===== src/rtl/piso_shift_reg_4x64.sv =====
// -----------------------------------------------------------------------------
// piso_shift_reg_4x64
//
// Parallel-in / serial-out word shift register for the ADC acquisition path.
// A load captures a whole bank of DEPTH words in one clock. The bank is then
// presented on dout one word per clock, highest index first.
//
// Ports
//   clk     in   1                      rising-edge clock
//   rst_n   in   1                      asynchronous active-low reset
//   load    in   1                      parallel-load strobe (wins over shifting)
//   din     in   [WIDTH-1:0] x DEPTH    word bank; din[DEPTH-1] is sent first
//   dout    out  [WIDTH-1:0]            current word, taken directly from r[DEPTH-1]
//   dvalid  out  1                      dout holds a loaded word not yet consumed
// -----------------------------------------------------------------------------
module piso_shift_reg_4x64 #(
   parameter int WIDTH = 64,
   parameter int DEPTH = 4
) (
   input  logic             clk,
   input  logic             rst_n,
   input  logic             load,
   input  logic [WIDTH-1:0] din [DEPTH-1:0],
   output logic [WIDTH-1:0] dout,
   output logic             dvalid
);

   localparam int CW = $clog2(DEPTH + 1);

   logic [WIDTH-1:0] r [DEPTH-1:0];
   logic [CW-1:0]    cnt;   // words still to be presented, 0..DEPTH

   always_ff @(posedge clk or negedge rst_n) begin
      if (!rst_n) begin
         for (int i = 0; i < DEPTH; i++) r[i] <= '0;
         cnt <= '0;
      end else if (load) begin
         for (int i = 0; i < DEPTH; i++) r[i] <= din[i];
         cnt <= CW'(DEPTH);
      end else begin
         // Zeros are shifted in at the bottom so an empty register reads 0.
         for (int i = DEPTH - 1; i > 0; i--) r[i] <= r[i-1];
         r[0] <= '0;
         if (cnt != '0) cnt <= cnt - 1'b1;
      end
   end

   assign dout   = r[DEPTH-1];
   assign dvalid = (cnt != '0);

endmodule


===== config.mk =====
export PLATFORM = sky130hd
export DESIGN_NAME = piso_shift_reg_4x64
export DESIGN_NICKNAME = d
export VERILOG_FILES = /design/src/rtl/piso_shift_reg_4x64.sv
export SDC_FILE = /design/constraint.sdc
export NUM_CORES = 1
export LEC_CHECK = 0
export CAP_MARGIN = 20
export CORE_MARGIN = 10
export CORE_UTILIZATION = 40
export DETAILED_ROUTE_END_ITERATION = 16
export PLACE_DENSITY = 0.71
export SLEW_MARGIN = 20
export SYNTH_ARGS = -nofsm -noshare
export SYNTH_HDL_FRONTEND = slang
export SYNTH_SLANG_ARGS = --single-unit

===== constraint.sdc =====
create_clock -name clk -period 2.5 [get_ports clk]
set_clock_uncertainty 0.2 [all_clocks]
set_input_delay 0.5 -clock clk [delete_from_list [all_inputs] [get_ports clk]]
set_output_delay 0.5 -clock clk [all_outputs]
set_load 0.05 [all_outputs]

=== Yosys cells after proc, flatten, opt, wreduce, memory -nomap -nowiden ===
Cells that the tools add are included.

* Bits in registers: 259
* Word-level logic and storage cells: 11
* Output and inout port bits: 65

* Add/sub/neg operators: 1
* Reduce and logical (&&, ||, !) cells: 2
* Muxes and demuxes: 3

{| class="wikitable"
|+ Operators with widths
! operator !! number
|-
| $mux 256 || 1
|-
| $mux 3 || 2
|-
| $reduce_bool 3->1 || 1
|-
| $sub 3x1->3 const B || 1
|-
| $reduce_bool 2->1 || 1
|}

=== Logic depth before layout (Yosys ltp) ===
Gate-level depths: netlist of run 1.

* Word-level depth: 3
* Mapped depth: 5
* Mapped depth without buffers: 4

=== Least setup slack after synthesis of run 1 ===
Ideal clock, no wire load.

* Path kind: reg-to-reg
* Start point: register cnt[0]
* End point: register cnt[0]
* Arrival: 1397 ps
* Setup time: 125 ps
* Stages on the path, launching flop included: 5
* Slack: 779 ps
* Path through: dfrtp_1 > inv_1 > ha_1 > nand2b_1 > mux2_2

* Elaborated cells between the ends (all ways): 5

{| class="wikitable"
|+ RTL lines
! what !! RTL line !! text
|-
| from (decl) || 31 || <nowiki>logic [CW-1:0] cnt;</nowiki>
|-
| from (signal assigned) || 39 || <nowiki>cnt <= CW'(DEPTH);</nowiki>
|-
| from (signal assigned) || 44 || <nowiki>if (cnt != '0) cnt <= cnt - 1'b1;</nowiki>
|-
| $reduce_bool 3->1 || n/a ||
|-
| net dvalid || 25 || <nowiki>output logic dvalid</nowiki>
|-
| $reduce_bool 2->1 (no line) || n/a ||
|}

The timed path passes the listed nets, and every way through them passes these cells. The select of a mux whose other input is x is not followed.
A chain may end at the register's enable or synchronous reset.

=== Worst setup path after layout of run 1 ===
* Start point: register r, in the netlist dout[58]
* End point: output dout[58]

{| class="wikitable"
|+ RTL lines
! what !! RTL line !! text
|-
| from (decl) || 30 || <nowiki>logic [WIDTH-1:0] r [DEPTH-1:0];</nowiki>
|-
| to (decl) || 24 || <nowiki>output logic [WIDTH-1:0] dout,</nowiki>
|}

No word-level cell between the ends.

==> results of run 1 <==
worst max-delay path by stage:
stage	from	to	slack, ps	depth (start not counted)
after CTS	dout[58]	dout[58]	8	1
after global routing	dout[58]	dout[58]	0.9	1
final	dout[58]	dout[58]	80	1
after detailed placement	load	dout[46]	570	3
after global placement	load	dout[50]	590	3
after floorplan	cnt[0]	cnt[0]	780	4
logic make-up (layout without fill, tap and decap cells):
family | count (synthesis) | after routing
AO/OA/AOI/OAI | 2 | 2
AND/OR/NAND/NOR | 70 | 70
multiplexers | 193 | 193
other | 0 | 2
adder cells (fa/ha/maj) | 2 | 2
flip-flops | 259 | 259
buffers and inverters | 95 | 395
sequential cells by signal (all words and copies together) (netlist names):
signal,cells
r,192
cnt,3
dout,64
final cells by class:
type	instances	area, um2	share of cell area
inverters	2	7.51	0.000520
diodes	2	5.00	0.000347
clock buffers	37	796	0.0551
repair buffers	345	3550	0.246
flip-flops and latches	259	6480	0.449
well taps	330	413	0.0286
multi-input cells	267	3030	0.210
clock inverters	11	161	0.0112
power by group through the flow:
stage | registers [mW] | logic [mW] | clock network [mW]
detailed placement | 4.72 | 1.76 | 0
floorplan | 4.67 | 1.11 | 0
CTS | 4.64 | 1.77 | 4.37
global placement | 4.70 | 1.74 | 0
global route | 4.67 | 1.86 | 4.54
finish | 4.64 | 1.74 | 4.23
placed cells by master, fill, tap and decap left out, drive strengths merged, types with 4 or more instances in the layout:
master	instances
mux2	193
buf	24
bufinv	4
clkinv	6
clkbuf	37
and2	64
dfrtp	259
clkdlybuf4s50	320
metrics by stage:
step           total power [mW]  cell area (um2)  std cells  hold WS, ps
3_5_place_dp               6.48            13500       1202          263
3_3_place_gp               6.44            13500       1202          257
5_1_grt                    11.1            14400       1253          274
4_1_cts                    10.8            14400       1251          259
6_report                   10.6            14400       1253          265
2_1_floorplan              5.78            10300        621         4.41
metal layers:
layer | global-route usage | up-vias | wire (um) | part of all wire
li1 | - | 2570 | - | -
met5 | 0 | - | 0 | 0
met3 | 0.0361 | 28 | 1350 | 0.056
met2 | 0.279 | 149 | 13600 | 0.56
met1 | 0.157 | 2701 | 8950 | 0.37
met4 | 0.0377 | 0 | 370 | 0.015
==> impl_metrics.csv, run 1 <==
group,metric,value,unit
sta,setup_ws,80.7,ps
sta,final_max_slew_viol_count,0,
critical_path,worstPathMaxFanout,1,
synthesis,ys_top_cells_by_count,"dfrtp_1 (259), mux2_4 (102), mux2_2 (91)",
placed_design,port_buffers,323,
drt,ant_nets,0,
cts,insertion_delay,530,ps
synthesis,synth_adder_area_share,0.00244,
final_layout,fin_util,0.573,
power,p_sw,2.49,mW
grt,grt_first_pass_wirelength,37.4,mm
synthesis,synth_compound_area_frac,0.00159,
critical_path,cp.arrival,1720,ps
synthesis,yosys.cell_count.top_type,"dfrtp_1",
sta,slew_headroom,0.611,
power,leakagePower,6.50,nW
grt,antenna_found_initial,2,
worst_hold_path,hold_depth,2,
sta,worst_slew_pin_slew,582,ps
critical_path,timing.rr.start,"cnt[0]",
critical_path,crit_chain,"clkdlybuf4s50_1",
cts,cts_made_buffers,28,
synthesis,yosys_register_bits,259,
grt,grt_usage,0.146,
final_layout,fillers,1963,
sta,fmax,0.413,GHz
drt,totalWireLength,24.3,mm
die,die_area,32400,um2
die,initial_core_util,0.407,
placed_design,dp_slack,572,ps
synthesis,syn_inst,621,
die,pin_count,324,
power,p_int,8.12,mW
power,p_clk_frac,0.399,
synthesis,syn_avg_cell_area,16.5,um2
synthesis,synth-xor-area-share,0,
final_layout,syn_to_final_growth,40.9,%
placed_design,hpwl,18.6,mm
cts,root_buffer,"clkbuf_16",
power,p_seq_frac,0.437,
drt,drt_iter0_drc,216,
critical_path,r2r_cells,4,
cts,cts_sinks,259,
grt,grt_pass1_vias,6365,
final_layout,drive_gt1_frac,0.283,
final_layout,final_net_count,1164,
critical_path,r2r_slack,1060,ps
drt,viasPerCell,4.35,
power,ir_drop,0.423,mV
synthesis,ys_seq_area_frac,0.632,
cts,htree_num_levels,1,
grt,grt_max_degree,63,
synthesis,synth_top_cell_by_area,"dfrtp_1",
power,p_sw_frac,0.235,
cts,cts_setup_buffers,0,
critical_path,r2r_end,"cnt[0]",
critical_path,cp.required,1800,ps
job,cap_violations,0,
synthesis,synth_top_family_by_area,"multiplexers",
worst_hold_path,whs_endpoint,"r[61]",
critical_path,cp_num_buf_inv,1,
critical_path,path_class,"flop to output pin",
synthesis,yosysUniqueCellTypes,17,
cts,ctsResizeCount,0,
sta,setup_viol,0,
sta,rsz0062_at_grt,"no",
cts,clockBufferDepth,3,
drt,drc_errors,0,
critical_path,start_kind,"flop",
critical_path,critical-path-max-stage-delay,850,ps
drt,wl_per_cell,19.4,um
worst_hold_path,holdCritPathClass,"input port to flop",
critical_path,crit_family,"buffers and inverters",
sta,period_needed,2420,ps
die,core,25200,um2
synthesis,muxShareOfSynthArea,0.249,
drt,drt_pre_antenna_iters,4,
synthesis,synth_ff_type,"dfrtp_1",
synthesis,synthTopCellsByArea,"dfrtp_1 (63%), mux2_4 (15%), mux2_2 (10%)",
sta,fin_crit_sh,0.968,
cts,path_clk_slew,60,ps
die,fp.dieH,180,um
worst_hold_path,min-delay-start,"load",
synthesis,synth-async-reset-ratio,1.00,
power,pwr-share-comb,0.164,
cts,cts_tree,"built",
synthesis,yosysWarnings,0,
cts,postCtsHoldBufs,1,
die,rows,58,
synthesis,netlist_area,10300,um2
status,status,"finished, final reports clean",
power,powerDensity,735,nW/um2
drt,num_vias,5448,
critical_path,setup.worst_path.end_class,"output pin",
synthesis,synth_top_area_share,0.632,
placed_design,gp_congestion,0.762,
sta,tns,0,ps
synthesis,synth-simple-area-share,0.0424,
synthesis,syn-num-nets,882,
critical_path,crit_slowest_cell,"clkdlybuf4s50_1",
grt,grt_overflow,0,
synthesis,synth_edf_count,0,
die,die_w,180,um
sta,hold_viol,0,
No activity file was read; power rests on OpenSTA's default activity.
==> run 2, diff against run 1 <==
--- a/config.mk
+++ b/config.mk
@@ -6,9 +6,9 @@
 export NUM_CORES = 1
 export LEC_CHECK = 0
 export CAP_MARGIN = 20
-export CORE_MARGIN = 10
 export CORE_UTILIZATION = 40
 export DETAILED_ROUTE_END_ITERATION = 16
+export GPL_TIMING_DRIVEN = 0
 export PLACE_DENSITY = 0.71
 export SLEW_MARGIN = 20
 export SYNTH_ARGS = -nofsm -noshare
==> run 2 against run 1 <==
Compared with the run above:
- clock power decreased by 5.0%
- hold slack got worse by 11 ps
- first-iteration DRC count increased by 13%
==> impl_metrics.csv, run 2 (same netlist as run 1, synthesis figures left out) <==
group,metric,value,unit
final_layout,final_net_count,1237,
cts,cts_made_buffers,28,
sta,setup_viol,0,
worst_hold_path,holdCritPathClass,"flop to flop",
drt,drt_iter0_drc,243,
sta,fin_crit_sh,0.982,
sta,rsz0062_at_grt,"no",
sta,period_needed,2450,ps
final_layout,drive_gt1_frac,0.326,
critical_path,critical-path-max-stage-delay,810,ps
job,cap_violations,0,
drt,drt_pre_antenna_iters,4,
sta,final_max_slew_viol_count,0,
grt,grt_usage,0.177,
cts,htree_num_levels,1,
grt,grt_overflow,0,
power,powerDensity,706,nW/um2
critical_path,path_class,"flop to output pin",
grt,grt_pass1_vias,6340,
grt,grt_first_pass_wirelength,35.4,mm
status,status,"finished, final reports clean",
sta,hold_viol,0,
critical_path,cp.arrival,1750,ps
power,power.total,10.5,mW
final_layout,fin_util,0.591,
placed_design,placed_cells,1275,
final_layout,final_common_cell,"clkdlybuf4s50_1",
critical_path,start_kind,"flop",
die,core,25200,um2
die,die_w,162,um
cts,cts_setup_buffers,0,
die,die_area,26300,um2
power,ir_drop,0.513,mV
cts,cts_sinks,259,
drt,viasPerCell,4.34,
final_layout,final_cell_mix,"clkdlybuf4s50_1 (298), dfrtp_1 (259), mux2_4 (102)",
cts,root_buffer,"clkbuf_16",
drt,wl_per_cell,17.1,um
sta,worst_slew_pin_slew,628,ps
critical_path,crit_chain,"buf_4, clkdlybuf4s50_1",
die,rows,58,
critical_path,r2r_slack,1070,ps
drt,totalWireLength,22.7,mm
placed_design,hpwl,16.9,mm
sta,tns,0,ps
grt,antenna_found_initial,1,
drt,drc_errors,0,
drt,num_vias,5749,
die,initial_core_util,0.407,
cts,path_clk_slew,60,ps
drt,ant_nets,0,
sta,slew_headroom,0.582,
final_layout,largest_reg_flops,192,
critical_path,cp_num_buf_inv,2,
critical_path,setup.worst_path.end_class,"output pin",
critical_path,worstPathMaxFanout,1,
die,pin_count,324,
placed_design,gp_congestion,0.791,
die,fp.dieH,162,um
critical_path,crit_slowest_cell,"clkdlybuf4s50_1",
critical_path,crit_family,"buffers and inverters",
sta,fin_hold_ws,254,ps
final_layout,regMostFlops,"r",
sta,fmax,0.407,GHz
power,leakagePower,6.91,nW
cts,insertion_delay,530,ps
cts,clockBufferDepth,3,
final_layout,syn_to_final_growth,45.2,%
final_layout,fin_cells,1324,
placed_design,port_buffers,322,
cts,cts_tree,"built",
critical_path,cp.required,1800,ps
grt,grt_max_degree,101,
==> run 2: cell types whose count changed in the layout (fill, tap and decap cells not counted), moves of 2 or more <==
cell             before  now
buf_16                0    2
buf_4                11   65
bufinv_16             4    2
dlymetal6s2s_1        0   12
dlygate4sd2_1         0   10
clkinv_2              5    2
buf_2                 0    5
clkdlybuf4s50_1     320  298
clkbuf_1              4   13
buf_12               11    0
buf_6                 0   16
==> run 2: per-layer routing <==
layer / vias to the layer above / global-route usage / share of wire / wire, um
met3: 52 / 0.0378 / 0.055 / 1250
li1: 2716 / - / - / -
met4: 0 / 0.0742 / 0.040 / 903
met2: 179 / 0.312 / 0.52 / 11700
met5: - / 0 / 0 / 0
met1: 2802 / 0.208 / 0.39 / 8780
==> run 2: power breakdown <==
group          total (mW)  internal (mW)  switching [mW]  leakage [nW]
logic                1.87           1.06           0.815          3.30
registers            4.63           4.53          0.0980          3.17
clock network        4.02           2.46            1.56         0.442
total                10.5           8.04            2.47          6.91
==> run 2: repair_timing <==
| item | 4_1_cts | 5_1_grt |
|---|---|---|
| setup endpoints to repair | 11 | 12 |
| cloned | 0 | 0 |
| pin swaps | 0 | 0 |
| endpoints found under the hold margin | 78 | 0 |
| hold buffers | 1 | 0 |
| resized for setup | 13 | 12 |
==> run 2: final timing paths <==
path                           end    start  depth (start not counted)
min                          r[93]    r[29]                          1
max                        dout[6]  dout[6]                          2
max in group asynchronous    r[14]    rst_n                          3
min in group asynchronous    r[46]    rst_n                          2
min reg2reg                  r[93]    r[29]                          1
max reg2reg                 cnt[0]   cnt[0]                          4
==> run 2: layout make-up <==
class                           count  area [um2]
Inverter                            2        7.51
Clock buffer                       41         821
Timing Repair Buffer              325        3310
Multi-Input combinational cell    267        3030
Fill cell                        1956       10300
Buffer                             93         731
Tap cell                          330         413
Antenna cell                        1        2.50
Clock inverter                      6        86.3
Sequential cell                   259        6480
==> run 2: through the flow <==
| stage | setup WS (ps) | area [um2] |
|---|---|---|
| after floorplan | 779 | 10300 |
| after global placement | -10180 | 13900 |
| after detailed placement | 214 | 13900 |
| after CTS | 0.992 | 14900 |
| after global routing | 0.403 | 14900 |
| final | 45.7 | 14900 |
==> run 3, diff against run 2 <==
--- a/config.mk
+++ b/config.mk
@@ -6,10 +6,10 @@
 export NUM_CORES = 1
 export LEC_CHECK = 0
 export CAP_MARGIN = 20
-export CORE_UTILIZATION = 40
+export CORE_UTILIZATION = 50
 export DETAILED_ROUTE_END_ITERATION = 16
 export GPL_TIMING_DRIVEN = 0
-export PLACE_DENSITY = 0.71
+export PLACE_DENSITY = 0.85
 export SLEW_MARGIN = 20
 export SYNTH_ARGS = -nofsm -noshare
 export SYNTH_HDL_FRONTEND = slang
==> run 3 against run 2 <==
Compared with the run above:
- hold slack worse by 110 ps
- utilization up 14 points
- critical endpoint is now dout[33]
- sequential power hardly changed
- first-iteration DRC count is 58% lower
- critical path depth unchanged
- die area is 20% lower
- clock-buffer cell count fell by 4
- fmax is 0.76% lower
- final cell count down 4.6%
- worst setup slack got worse by 19 ps
- critical path type unchanged
- design area fell by 0.91%
- flip-flop and latch count unchanged
==> impl_metrics.csv, run 3 (same netlist as run 1, synthesis figures left out) <==
group,metric,value,unit
status,status,"finished, final reports clean",
sta,final_max_slew_viol_count,0,
grt,grt_pass1_vias,6638,
drt,viasPerCell,4.64,
power,ir_drop,0.429,mV
critical_path,start_kind,"flop",
drt,wl_per_cell,18.3,um
final_layout,syn_to_final_growth,43.9,%
sta,period_needed,2470,ps
placed_design,port_buffers,322,
final_layout,regMostFlops,"r",
grt,grt_usage,0.227,
critical_path,cp.arrival,1770,ps
sta,worst_slew_pin_slew,587,ps
critical_path,crit_slowest_cell,"clkdlybuf4s50_1",
final_layout,multi_input_area,3030,um2
critical_path,critical-path-max-stage-delay,800,ps
drt,drt_iter0_drc,103,
cts,cts_tree,"built",
final_layout,final_common_cell,"clkdlybuf4s50_1",
die,core,20200,um2
cts,clockBufferDepth,3,
die,die_area,21100,um2
drt,ant_nets,0,
die,fp.dieH,145,um
cts,cts_made_buffers,27,
critical_path,setup.worst_path.end_class,"output pin",
drt,drc_errors,0,
worst_hold_path,holdCritPathClass,"input port to async pin",
cts,path_clk_slew,60,ps
final_layout,fin_area,14800,um2
sta,slew_headroom,0.610,
critical_path,r2r_slack,1020,ps
final_layout,final_net_count,1237,
grt,grt_first_pass_wirelength,36.5,mm
grt,grt_overflow,0,
die,die_w,145,um
die,rows,52,
die,initial_core_util,0.508,
cts,root_buffer,"clkbuf_16",
critical_path,cp.required,1800,ps
sta,fmax,0.404,GHz
sta,fin_crit_sh,0.989,
sta,hold_viol,0,
critical_path,worstPathMaxFanout,1,
sta,setup_ws,27.0,ps
cts,cts_setup_buffers,0,
sta,rsz0062_at_grt,"no",
final_layout,seq_area,6480,um2
die,pin_count,324,
sta,setup_viol,0,
critical_path,path_class,"flop to output pin",
cts,cts_sinks,259,
placed_design,gp_congestion,0.773,
final_layout,fillers,1276,
critical_path,crit_chain,"buf_4, clkdlybuf4s50_1",
power,leakagePower,6.83,nW
placed_design,dp_slack,196,ps
final_layout,drive_gt1_frac,0.329,
final_layout,largest_reg_flops,192,
final_layout,final_cell_mix,"clkdlybuf4s50_1 (307), dfrtp_1 (259), mux2_4 (102)",
placed_design,hpwl,17.0,mm
placed_design,placed_area,13900,um2
cts,insertion_delay,520,ps
drt,num_vias,5863,
job,cap_violations,0,
drt,drt_pre_antenna_iters,4,
cts,htree_num_levels,1,
grt,grt_max_degree,102,
drt,totalWireLength,23.1,mm
power,powerDensity,698,nW/um2
grt,antenna_found_initial,1,
==> run 3: changes by cell type in the layout (fill, tap and decap cells not counted), sizes merged <==
cell,before,now
bufinv,2,1
buf,90,91
clkinvlp,1,0
clkbuf,47,43
clkdlybuf4s50,298,307
dlygate4sd2,10,9
clkinv,3,7
dlymetal6s2s,12,4
==> run 3: power breakdown <==
group	internal [mW]	switching, mW
clock	2.24	1.52
sequential	4.53	0.107
combinational	1.06	0.831
total	7.83	2.45
==> run 3: critical path: cells and delay by family, from the launching register on <==
kind	cells	cell delay (ps)
flip-flops	1	350
buffers and inverters	2	910
==> run 3: timing repair <==
item / in CTS / in global routing
hold buffers: 1 / 0
resized for setup: 12 / 4
endpoints found under the setup margin: 10 / 4
endpoints found under the hold margin: 99 / 0
==> run 3: routing by layer <==
layer	part of all wire	track usage
met4	0.050	0.117
met5	0	0
met3	0.051	0.0421
met2	0.53	0.411
met1	0.37	0.256
==> run 3: final timing paths <==
| path | cells past startpoint | from | end |
|---|---|---|---|
| min in group clk | 1 | r[115] | r[179] |
| min reg2reg | 1 | r[115] | r[179] |
| max reg2reg | 4 | cnt[0] | cnt[0] |
| max | 2 | dout[33] | dout[33] |
| min | 2 | rst_n | dout[31] |
| max in group asynchronous | 4 | rst_n | r[184] |
==> run 3: area by class of cell <==
type,instances,area share
antenna,1,0.000170
buffer,93,0.0495
clock buffer,37,0.0524
clock inverter,8,0.00441
inverter,2,0.000509
multi-input combinational,267,0.206
sequential,259,0.439
tap,270,0.0229
timing repair buffer,326,0.225
==> run 3: through the flow <==
stage          total power [mW]   util  TNS (ps)  hold slack, ps  std cells
4_1_cts                    10.4  0.731         0             121       1262
2_1_floorplan              5.78      -         0            4.41        621
5_1_grt                    10.7  0.731         0             136       1263
3_3_place_gp               6.55  0.685  -2555700             256       1213
3_5_place_dp               6.63  0.689         0            76.3       1216
6_report                   10.3  0.731         0             142       1263
